--- config.mk ---
export PLATFORM = sky130hd
export DESIGN_NAME = fetch_decode
export DESIGN_NICKNAME = d
export VERILOG_FILES = /design/src/rtl/fetch_decode.sv
export SDC_FILE = /design/constraint.sdc
export NUM_CORES = 1
export LEC_CHECK = 0
export BUFFER_PORTS_ARGS = -buffer_cell sky130_fd_sc_hd__buf_2
export CAP_MARGIN = 30
export CORE_MARGIN = 2
export CORE_UTILIZATION = 36
export CTS_CLUSTER_SIZE = 10
export DETAILED_ROUTE_END_ITERATION = 10
export GPL_ROUTABILITY_DRIVEN = 0
export PLACE_DENSITY = 0.66
export SYNTH_ARGS = -nofsm -noshare
export SYNTH_HDL_FRONTEND = slang
export SYNTH_SLANG_ARGS = --single-unit
--- constraint.sdc ---
create_clock -name clk -period 1.5 [get_ports clk]
set_clock_uncertainty 0.1 [all_clocks]
set_input_delay 0.225 -clock clk [delete_from_list [all_inputs] [get_ports clk]]
set_output_delay 0.225 -clock clk [all_outputs]
set_load 0.1 [all_outputs]
--- src/rtl/fetch_decode.sv ---
`default_nettype none
// ============================================================================
// Module   : fetch_decode
// Brief    : Fetches 11-bit words from a 16-entry synchronous ROM, decodes them
//            and issues them through a valid/ready handshake; halts on illegal.
// Revision : 1.0 - initial release
// ============================================================================
module fetch_decode (
   input  logic        clk,
   input  logic        rst,
   input  logic        run,
   input  logic        pc_load,
   input  logic [3:0]  pc_load_val,
   output logic [3:0]  rom_addr,
   input  logic [10:0] rom_data,
   output logic        instr_valid,
   input  logic        instr_ready,
   output logic [4:0]  op_funct,
   output logic [2:0]  op_src,
   output logic [2:0]  op_dst,
   output logic        op_is_move,
   output logic [3:0]  op_alu_sel,
   output logic        op_illegal,
   output logic [3:0]  pc,
   output logic        wrapped,
   output logic        halted
);

   localparam logic [2:0] S_IDLE  = 3'd0;
   localparam logic [2:0] S_ADDR  = 3'd1;
   localparam logic [2:0] S_CAPT  = 3'd2;
   localparam logic [2:0] S_ISSUE = 3'd3;
   localparam logic [2:0] S_HALT  = 3'd4;

   localparam logic [4:0] C_FUNCT_MOVE = 5'b11010;

   logic [2:0] r_state;
   logic [2:0] w_state_nxt;
   logic [3:0] r_pc;
   logic       r_valid;
   logic [4:0] r_funct;
   logic [2:0] r_src;
   logic [2:0] r_dst;
   logic       r_is_move;
   logic [3:0] r_alu_sel;
   logic       r_illegal;
   logic       r_wrapped;

   logic       w_load;
   logic       w_capture;
   logic       w_fire;
   logic       w_legal;
   logic       w_is_move;

   always_ff @(posedge clk) begin
      if (rst) begin
         r_state <= S_IDLE;
      end else begin
         r_state <= w_state_nxt;
      end
   end

   // pc_load wins over run in IDLE; HALT is only left through rst
   always_comb begin
      w_state_nxt = r_state;
      case (r_state)
         S_IDLE:  if (!pc_load && run) w_state_nxt = S_ADDR;
         S_ADDR:  w_state_nxt = S_CAPT;
         S_CAPT:  w_state_nxt = S_ISSUE;
         S_ISSUE: begin
            if (w_fire) begin
               if (r_illegal) begin
                  w_state_nxt = S_HALT;
               end else if (run) begin
                  w_state_nxt = S_ADDR;
               end else begin
                  w_state_nxt = S_IDLE;
               end
            end
         end
         S_HALT:  w_state_nxt = S_HALT;
         default: w_state_nxt = S_IDLE;
      endcase
   end

   always_comb begin
      w_load    = (r_state == S_IDLE) && pc_load;
      w_capture = (r_state == S_CAPT);
      w_fire    = (r_state == S_ISSUE) && r_valid && instr_ready;
      halted    = (r_state == S_HALT);
   end

   always_comb begin
      w_is_move = (rom_data[10:6] == C_FUNCT_MOVE);
      case (rom_data[10:6])
         5'b00001, 5'b00011, 5'b00101, 5'b00111,
         5'b01001, 5'b01011, 5'b10001, 5'b10011,
         5'b10101, 5'b10111, 5'b11001, 5'b11010: w_legal = 1'b1;
         default:                                w_legal = 1'b0;
      endcase
   end

   always_ff @(posedge clk) begin
      if (rst) begin
         r_pc      <= 4'd0;
         r_valid   <= 1'b0;
         r_funct   <= 5'd0;
         r_src     <= 3'd0;
         r_dst     <= 3'd0;
         r_is_move <= 1'b0;
         r_alu_sel <= 4'd0;
         r_illegal <= 1'b0;
         r_wrapped <= 1'b0;
      end else begin
         r_wrapped <= 1'b0;
         if (w_load) begin
            r_pc <= pc_load_val;
         end
         if (w_capture) begin
            r_valid   <= 1'b1;
            r_funct   <= rom_data[10:6];
            r_src     <= rom_data[5:3];
            r_dst     <= rom_data[2:0];
            r_is_move <= w_is_move;
            r_alu_sel <= w_is_move ? 4'd0 : rom_data[10:7];
            r_illegal <= !w_legal;
         end
         // an illegal word freezes pc so it still points at the offender
         if (w_fire) begin
            r_valid <= 1'b0;
            if (!r_illegal) begin
               r_pc      <= r_pc + 4'd1;
               r_wrapped <= (r_pc == 4'd15);
            end
         end
      end
   end

   assign rom_addr    = r_pc;
   assign pc          = r_pc;
   assign instr_valid = r_valid;
   assign op_funct    = r_funct;
   assign op_src      = r_src;
   assign op_dst      = r_dst;
   assign op_is_move  = r_is_move;
   assign op_alu_sel  = r_alu_sel;
   assign op_illegal  = r_illegal;
   assign wrapped     = r_wrapped;

endmodule
`default_nettype wire
[Word level (Yosys, flattened, before mapping)]
Memories as Yosys holds them, arrays and structs flattened.
Cells that the tools add are included.
Word-level totals
  bits in read-only memories: 32
  input bits: 20
  output and inout port bits: 28
  register bits after elaboration: 26
  logic and storage cells: 40
  memories kept: 1
Memories
  (no name shown): words 32, width 1, rd ports 1, clocked after memory_dff 0, wr ports 0, RTL line 95  | case (rom_data[10:6])
Cells by class
  multiplexer cells: 9
  equality and inequality tests: 8
  reduce and logical (&&, ||, !) cells: 10
  $add $sub $neg: 1
  bitwise operators: 1
Operators with widths (number)
  $mux W4: 4
  $pmux W3 S5: 1
  $mux W3: 3
  $eq A3 B2 Y1 const B: 2
  $eq A5 B5 Y1 const B: 1
  $add A4 B1 Y4 const B: 1
  $eq A4 B4 Y1 const B: 1
  $logic_and A1 B1 Y1: 4
  $ne A2 B2 Y1 const B: 2
  $eq A3 B1 Y1 const B: 1
  $eq A3 B3 Y1 const B: 1
  $logic_not A3 Y1: 1
  $reduce_or A3 Y1: 1
  $logic_not A1 Y1: 2
  $reduce_and A2 Y1: 1
  $reduce_or A2 Y1: 1
  $mux W1: 1
  $not A1 Y1: 1

[Logic depth before layout (Yosys ltp)]
Gate-level depths: netlist of run 1.
  depth after elaboration: 5
  depth in mapped cells: 6
  depth with buffers taken out: 5

[Worst setup path after synthesis of run 1]
Ideal clock, no wire load.
  kind: reg-to-reg
  from: register r_valid (netlist: instr_valid)
  to: register r_pc[3] (netlist: pc[3])
  arrival: 2.115 ns
  slack: -0.790 ns
  path buffers: 1
  data required time: 1.325 ns
  cell stages (with the launch flop): 6
  period minus slack after synthesis: 2.290 ns
  setup time: 0.075 ns
  path through: dfxtp_1 > nand4_2 > or3_1 > clkbuf_2 > or3_1 > a31oi_1
Between the ends
  word-level cells in the longest chain between the ends: 3
RTL lines
  from (decl): RTL line 40  | logic r_valid;
  from (signal assigned): RTL line 106  | r_valid <= 1'b0;
  from (signal assigned): RTL line 120  | r_valid <= 1'b1;
  from (signal assigned): RTL line 130  | r_valid <= 1'b0;
  $logic_and A1 B1 Y1 (2 in series): RTL line 89  | w_fire = (r_state == S_ISSUE) && r_valid && instr_ready;
  $mux W4: RTL line 129  | if (w_fire) begin
  to (signal assigned): RTL line 117  | r_pc <= pc_load_val;
  to (signal assigned): RTL line 132  | r_pc <= r_pc + 4'd1;
  to (decl): RTL line 39  | logic [3:0] r_pc;
Every way passes these cells.
A chain may end at the register's enable or synchronous reset.

[Final worst setup path of run 1]
  from: register r_state[1]
  to: output port halted
Between the ends
  word-level cells in the longest chain between the ends: 1
RTL lines
  from (decl): RTL line 37  | logic [2:0] r_state;
  from (signal assigned): RTL line 59  | r_state <= w_state_nxt;
  $eq A3 B3 Y1: RTL line 90  | halted = (r_state == S_HALT);
  to (decl): RTL line 26  | output logic halted
Every way passes these cells.

==> results of run 1 <==
==> final timing paths <==
check / end / slack [ps] / startpoint / cells after the start
max: halted / -60 / r_state[1] / 4
min: op_dst[2] / 20 / rom_data[2] / 3
max reg2reg: pc[3] / -60 / r_state[1] / 5
min reg2reg: op_src[1] / 360 / op_src[1] / 2
==> metal layers <==
metal	global-route usage (%)	up-vias	part of all wire, %
met3	2.84	4	5.1
met4	5.40	0	0.65
met2	29.4	38	51
met5	0	-	0
met1	19.2	539	43
li1	-	575	-
==> flip-flops by register name, indices dropped and copies added (netlist names), 3 cells and up <==
name / cells
op_alu_sel: 4
op_dst: 3
op_funct: 5
op_src: 3
pc: 4
r_state: 3
==> worst max-delay path: stages, from the launching register on <==
cell and delay, ps:
dfxtp_2 360, buf_6 130, nor2_4 100, and2_4 160, buf_12 170
==> kinds of logic after synthesis <==
logic type	share of synthesized area (%)
AOI/OAI and AO/OA	16.7
adders and majority gates	2.25
buffers and inverters	6.98
DFF	46.8
and+or+nand+nor	27.3
==> layout by cell type, fill, tap and decap left out, types with 3 or more instances in the layout <==
cell type	n
buf_12	3
nand2_1	32
inv_1	4
buf_4	10
clkbuf_4	8
buf_2	36
nand3_1	8
dfxtp_2	7
buf_6	5
dfxtp_1	18
a21oi_1	22
nor2_1	5
==> layout make-up <==
| cell class | instances | area [sq um] |
|---|---|---|
| Fill cell | 288 | 1410 |
| Clock buffer | 4 | 47.5 |
| Timing Repair Buffer | 59 | 409 |
| Inverter | 4 | 15.0 |
| Tap cell | 33 | 41.3 |
| Sequential cell | 26 | 533 |
| Multi-Input combinational cell | 96 | 546 |
==> what timing repair did <==
item,in CTS,in global routing
setup endpoints to repair,8,21
resized for setup,14,7
setup buffers,4,1
pin swaps,3,4
==> report_power, final <==
part | internal, mW | leakage, nW | total, mW | switching (mW)
sequential | 0.741 | 0.215 | 0.779 | 0.0372
combinational | 0.178 | 0.465 | 0.684 | 0.506
clock | 0.204 | 0.0261 | 0.412 | 0.209
==> flow_summary.ini, run 1 <==
[synthesis]
synth_most_common_cell = nand2_1
yosys-top-cells-area = dfxtp_1, nand2_1, a21oi_1
mappedNetlistNets = 160
ys_ff_latch = 26
seq_area_frac_synth_pct = 46.8
synthesis.area_sq_um = 1110
yosys_warnings = 0
synth_edf_count = 0
netlist.area_leader.share_pct = 46.8
synth_cell_type_count = 29
ys.flop_type = dfxtp_1
yosys.area.top_type = dfxtp_1
netlist_instances = 138
synth_area_per_cell_sq_um = 8.05
synth_common_cells = nand2_1, dfxtp_1, a21oi_1
synthArstFlopShare_pct = 0

[global_routing]
overflow = 0
grt_pass1_wl_um = 4470
antenna_found_initial = 0
grt_pass1_vias = 1070
grt_use_total_pct = 16.2
grt_max_degree = 27

[pwr]
finalPower_mw = 1.88
leakage_nw = 0.707
worst_ir_drop_vdd_uv = 444
p_per_area_nw_per_um2 = 1180

[die]
dieHeight_um = 59.6
core_sq_um = 3000
ios = 48
dieArea_sq_um = 3550
core.rowCount = 20
die_x_um = 59.6
start_util_pct = 37.0

[timing]
finalSetupTns_ps = -176
maxSlewHeadroom_pct = 67.6
holdWs_ps = 23.6
max_freq_mhz = 639
slew_viol_final = 0
worstMarginPinSlew_ps = 489
hold_viol = 0
layout_setup_ws_ps = -63.8
setup_viol = 3
period_share_pct = 104
rsz0062_at_grt = true
fin_crit_ps = 1560

[critical_path]
crit_arrival_ps = 1240
start_kind = register
worstPathMaxFanout = 6
path_class = register to primary output
critPathCaptureType = primary output
critPathRequiredTime_ps = 1170

[routing]
first_pass_iters = 4
drc = 0
ant_nets = 0
avgRoutedWirePerCell_um = 12.4
drt-total-wl_um = 2750
via_count = 1156
vias_per_cell = 5.21
drtIter0Drc = 54

[cells_and_area]
finalInstanceArea_sq_um = 1590
diodes = 0
fin_util_pct = 53.0
final_nets = 212
drive_gt1_share_pct = 41.3
area_growth_pct = 43.2
final_cells = 222

[placement]
io_buffers = 47
place_area_sq_um = 1440
dp_hpwl_um = 1950
pre_cts_slack_ps = 6.49
place_inst = 213

[status]
status = finished with violations
violations = negative setup slack

[clock_tree]
cts-hold-fix-buffers = 0
path_clk_slew_ps = 140
cts_max_path_buffers = 2
root_buffer = clkbuf_4
cts_tree = done
cts_buffers = 3
worstSkewPairLatency_ps = 320
h-tree-depth = 1
numClockSinks = 26

[flow_run]
maxCapViolations = 0

[hold_path]
hold_class = primary input to register
Power figures use the tool's default switching activity.
==> run 2: changes to the inputs <==
- CORE_UTILIZATION: 36 -> 41
- PLACE_DENSITY: 0.66 -> 0.73
==> run 2 against run 1 <==
  * The flow still finishes with violations (negative setup slack)
  * Via count fell by 0.78%
  * First-iteration DRC count fell by 46%
  * Final area decreased by 2.6%
  * Power down 6.9%
  * Critical endpoint unchanged
==> flow_summary.ini, run 2 (synthesized netlist as in run 1, its figures left out) <==
[status]
status = finished with violations
violations = negative setup slack

[clock_tree]
cts_tree = done
cts_max_path_buffers = 2
h-tree-depth = 1
numClockSinks = 26
root_buffer = clkbuf_4
cts_buffers = 3
worstSkewPairLatency_ps = 320
path_clk_slew_ps = 130

[critical_path]
path_class = register to primary output
worstPathMaxFanout = 2
critPathCaptureType = primary output
crit_arrival_ps = 1230
start_kind = register
reg2reg_depth = 5
critPathRequiredTime_ps = 1170

[placement]
dp_hpwl_um = 1940
io_buffers = 47

[timing]
max_freq_mhz = 643
rsz0062_at_grt = true
period_share_pct = 104
holdWs_ps = 29.0
layout_setup_ws_ps = -55.0
setup_viol = 3
finalSetupTns_ps = -165
fin_crit_ps = 1560
maxSlewHeadroom_pct = 67.5
slew_viol_final = 0
hold_viol = 0
worstMarginPinSlew_ps = 491

[global_routing]
antenna_found_initial = 0
grt_pass1_wl_um = 4530
grt_use_total_pct = 17.6
overflow = 0
grt_max_degree = 27
grt_pass1_vias = 1093

[die]
dieArea_sq_um = 3140
die_x_um = 56.1
start_util_pct = 44.0
core.rowCount = 18
core_sq_um = 2520
dieHeight_um = 56.1
ios = 48

[hold_path]
hold_depth = 3
hold_class = primary input to register

[flow_run]
maxCapViolations = 0

[routing]
avgRoutedWirePerCell_um = 12.5
drtIter0Drc = 29
via_count = 1147
first_pass_iters = 4
drt-total-wl_um = 2740
drc = 0
ant_nets = 0
vias_per_cell = 5.24

[cells_and_area]
fin_util_pct = 61.5
most-common-layout-cells = buf_2, nand2_1, a21oi_1, dfxtp_1, buf_4
largest_reg_flops = 5
area_growth_pct = 39.5
diodes = 0
final_common_cell = buf_2
final_nets = 212
fill_cells = 233
drive_gt1_share_pct = 41.3

[pwr]
p_per_area_nw_per_um2 = 1130
leakage_nw = 0.696
finalPower_mw = 1.75
worst_ir_drop_vdd_uv = 830
## run 2: worst max-delay path, stage by stage, from the launching register on
cell and delay (ps):
dfxtp_2 360, buf_6 120, nor2_4 100, and2_4 170, buf_12 170
## run 2: power by group
| group | leakage [nW] | switching (mW) | total (mW) | internal, mW |
|---|---|---|---|---|
| logic | 0.466 | 0.496 | 0.664 | 0.168 |
| clock network | 0.0150 | 0.194 | 0.298 | 0.104 |
| registers | 0.215 | 0.0424 | 0.784 | 0.741 |
| total | 0.696 | 0.732 | 1.75 | 1.01 |
## run 2: final cells by class
class / instances / area [sq um] / area share [%]
clock buffers: 4 / 26.3 / 1.69
inverters: 4 / 15.0 / 0.969
multi-input cells: 96 / 551 / 35.5
flip-flops and latches: 26 / 533 / 34.4
well taps: 30 / 37.5 / 2.42
repair buffers: 59 / 388 / 25.0
## run 2: final timing paths
kind                                  start     endpoint  slack (ps)
worst max-delay path             r_state[1]       halted         -60
worst min-delay path            rom_data[2]    op_dst[2]          30
worst max register to register   r_state[1]        pc[3]          10
worst min register to register  op_funct[0]  op_funct[0]         360
## run 2: stage by stage
step / worst slack, ps / cell area [sq um] / cells
after global placement: 60.0 / 1420 / 209
after CTS: -62.5 / 1520 / 219
after detailed placement: 10.6 / 1420 / 209
after floorplan: -244 / 1160 / 138
after global routing: -107 / 1550 / 219
final: -55.0 / 1550 / 219
## run 2: routing by layer
layer | vias up | routed length [um] | global-route usage (%)
li1 | 573 | - | -
met3 | 4 | 174 | 2.79
met2 | 41 | 1430 | 31.8
met5 | - | 0 | 0
met1 | 529 | 1100 | 19.3
met4 | 0 | 28 | 9.86
## run 2: repair_timing
item | in CTS | in global routing
pin swaps | 6 | 2
cloned | 0 | 0
gates resized for setup | 11 | 8
setup buffers | 6 | 0
hold buffers | 0 | 0
setup endpoints to repair | 6 | 27
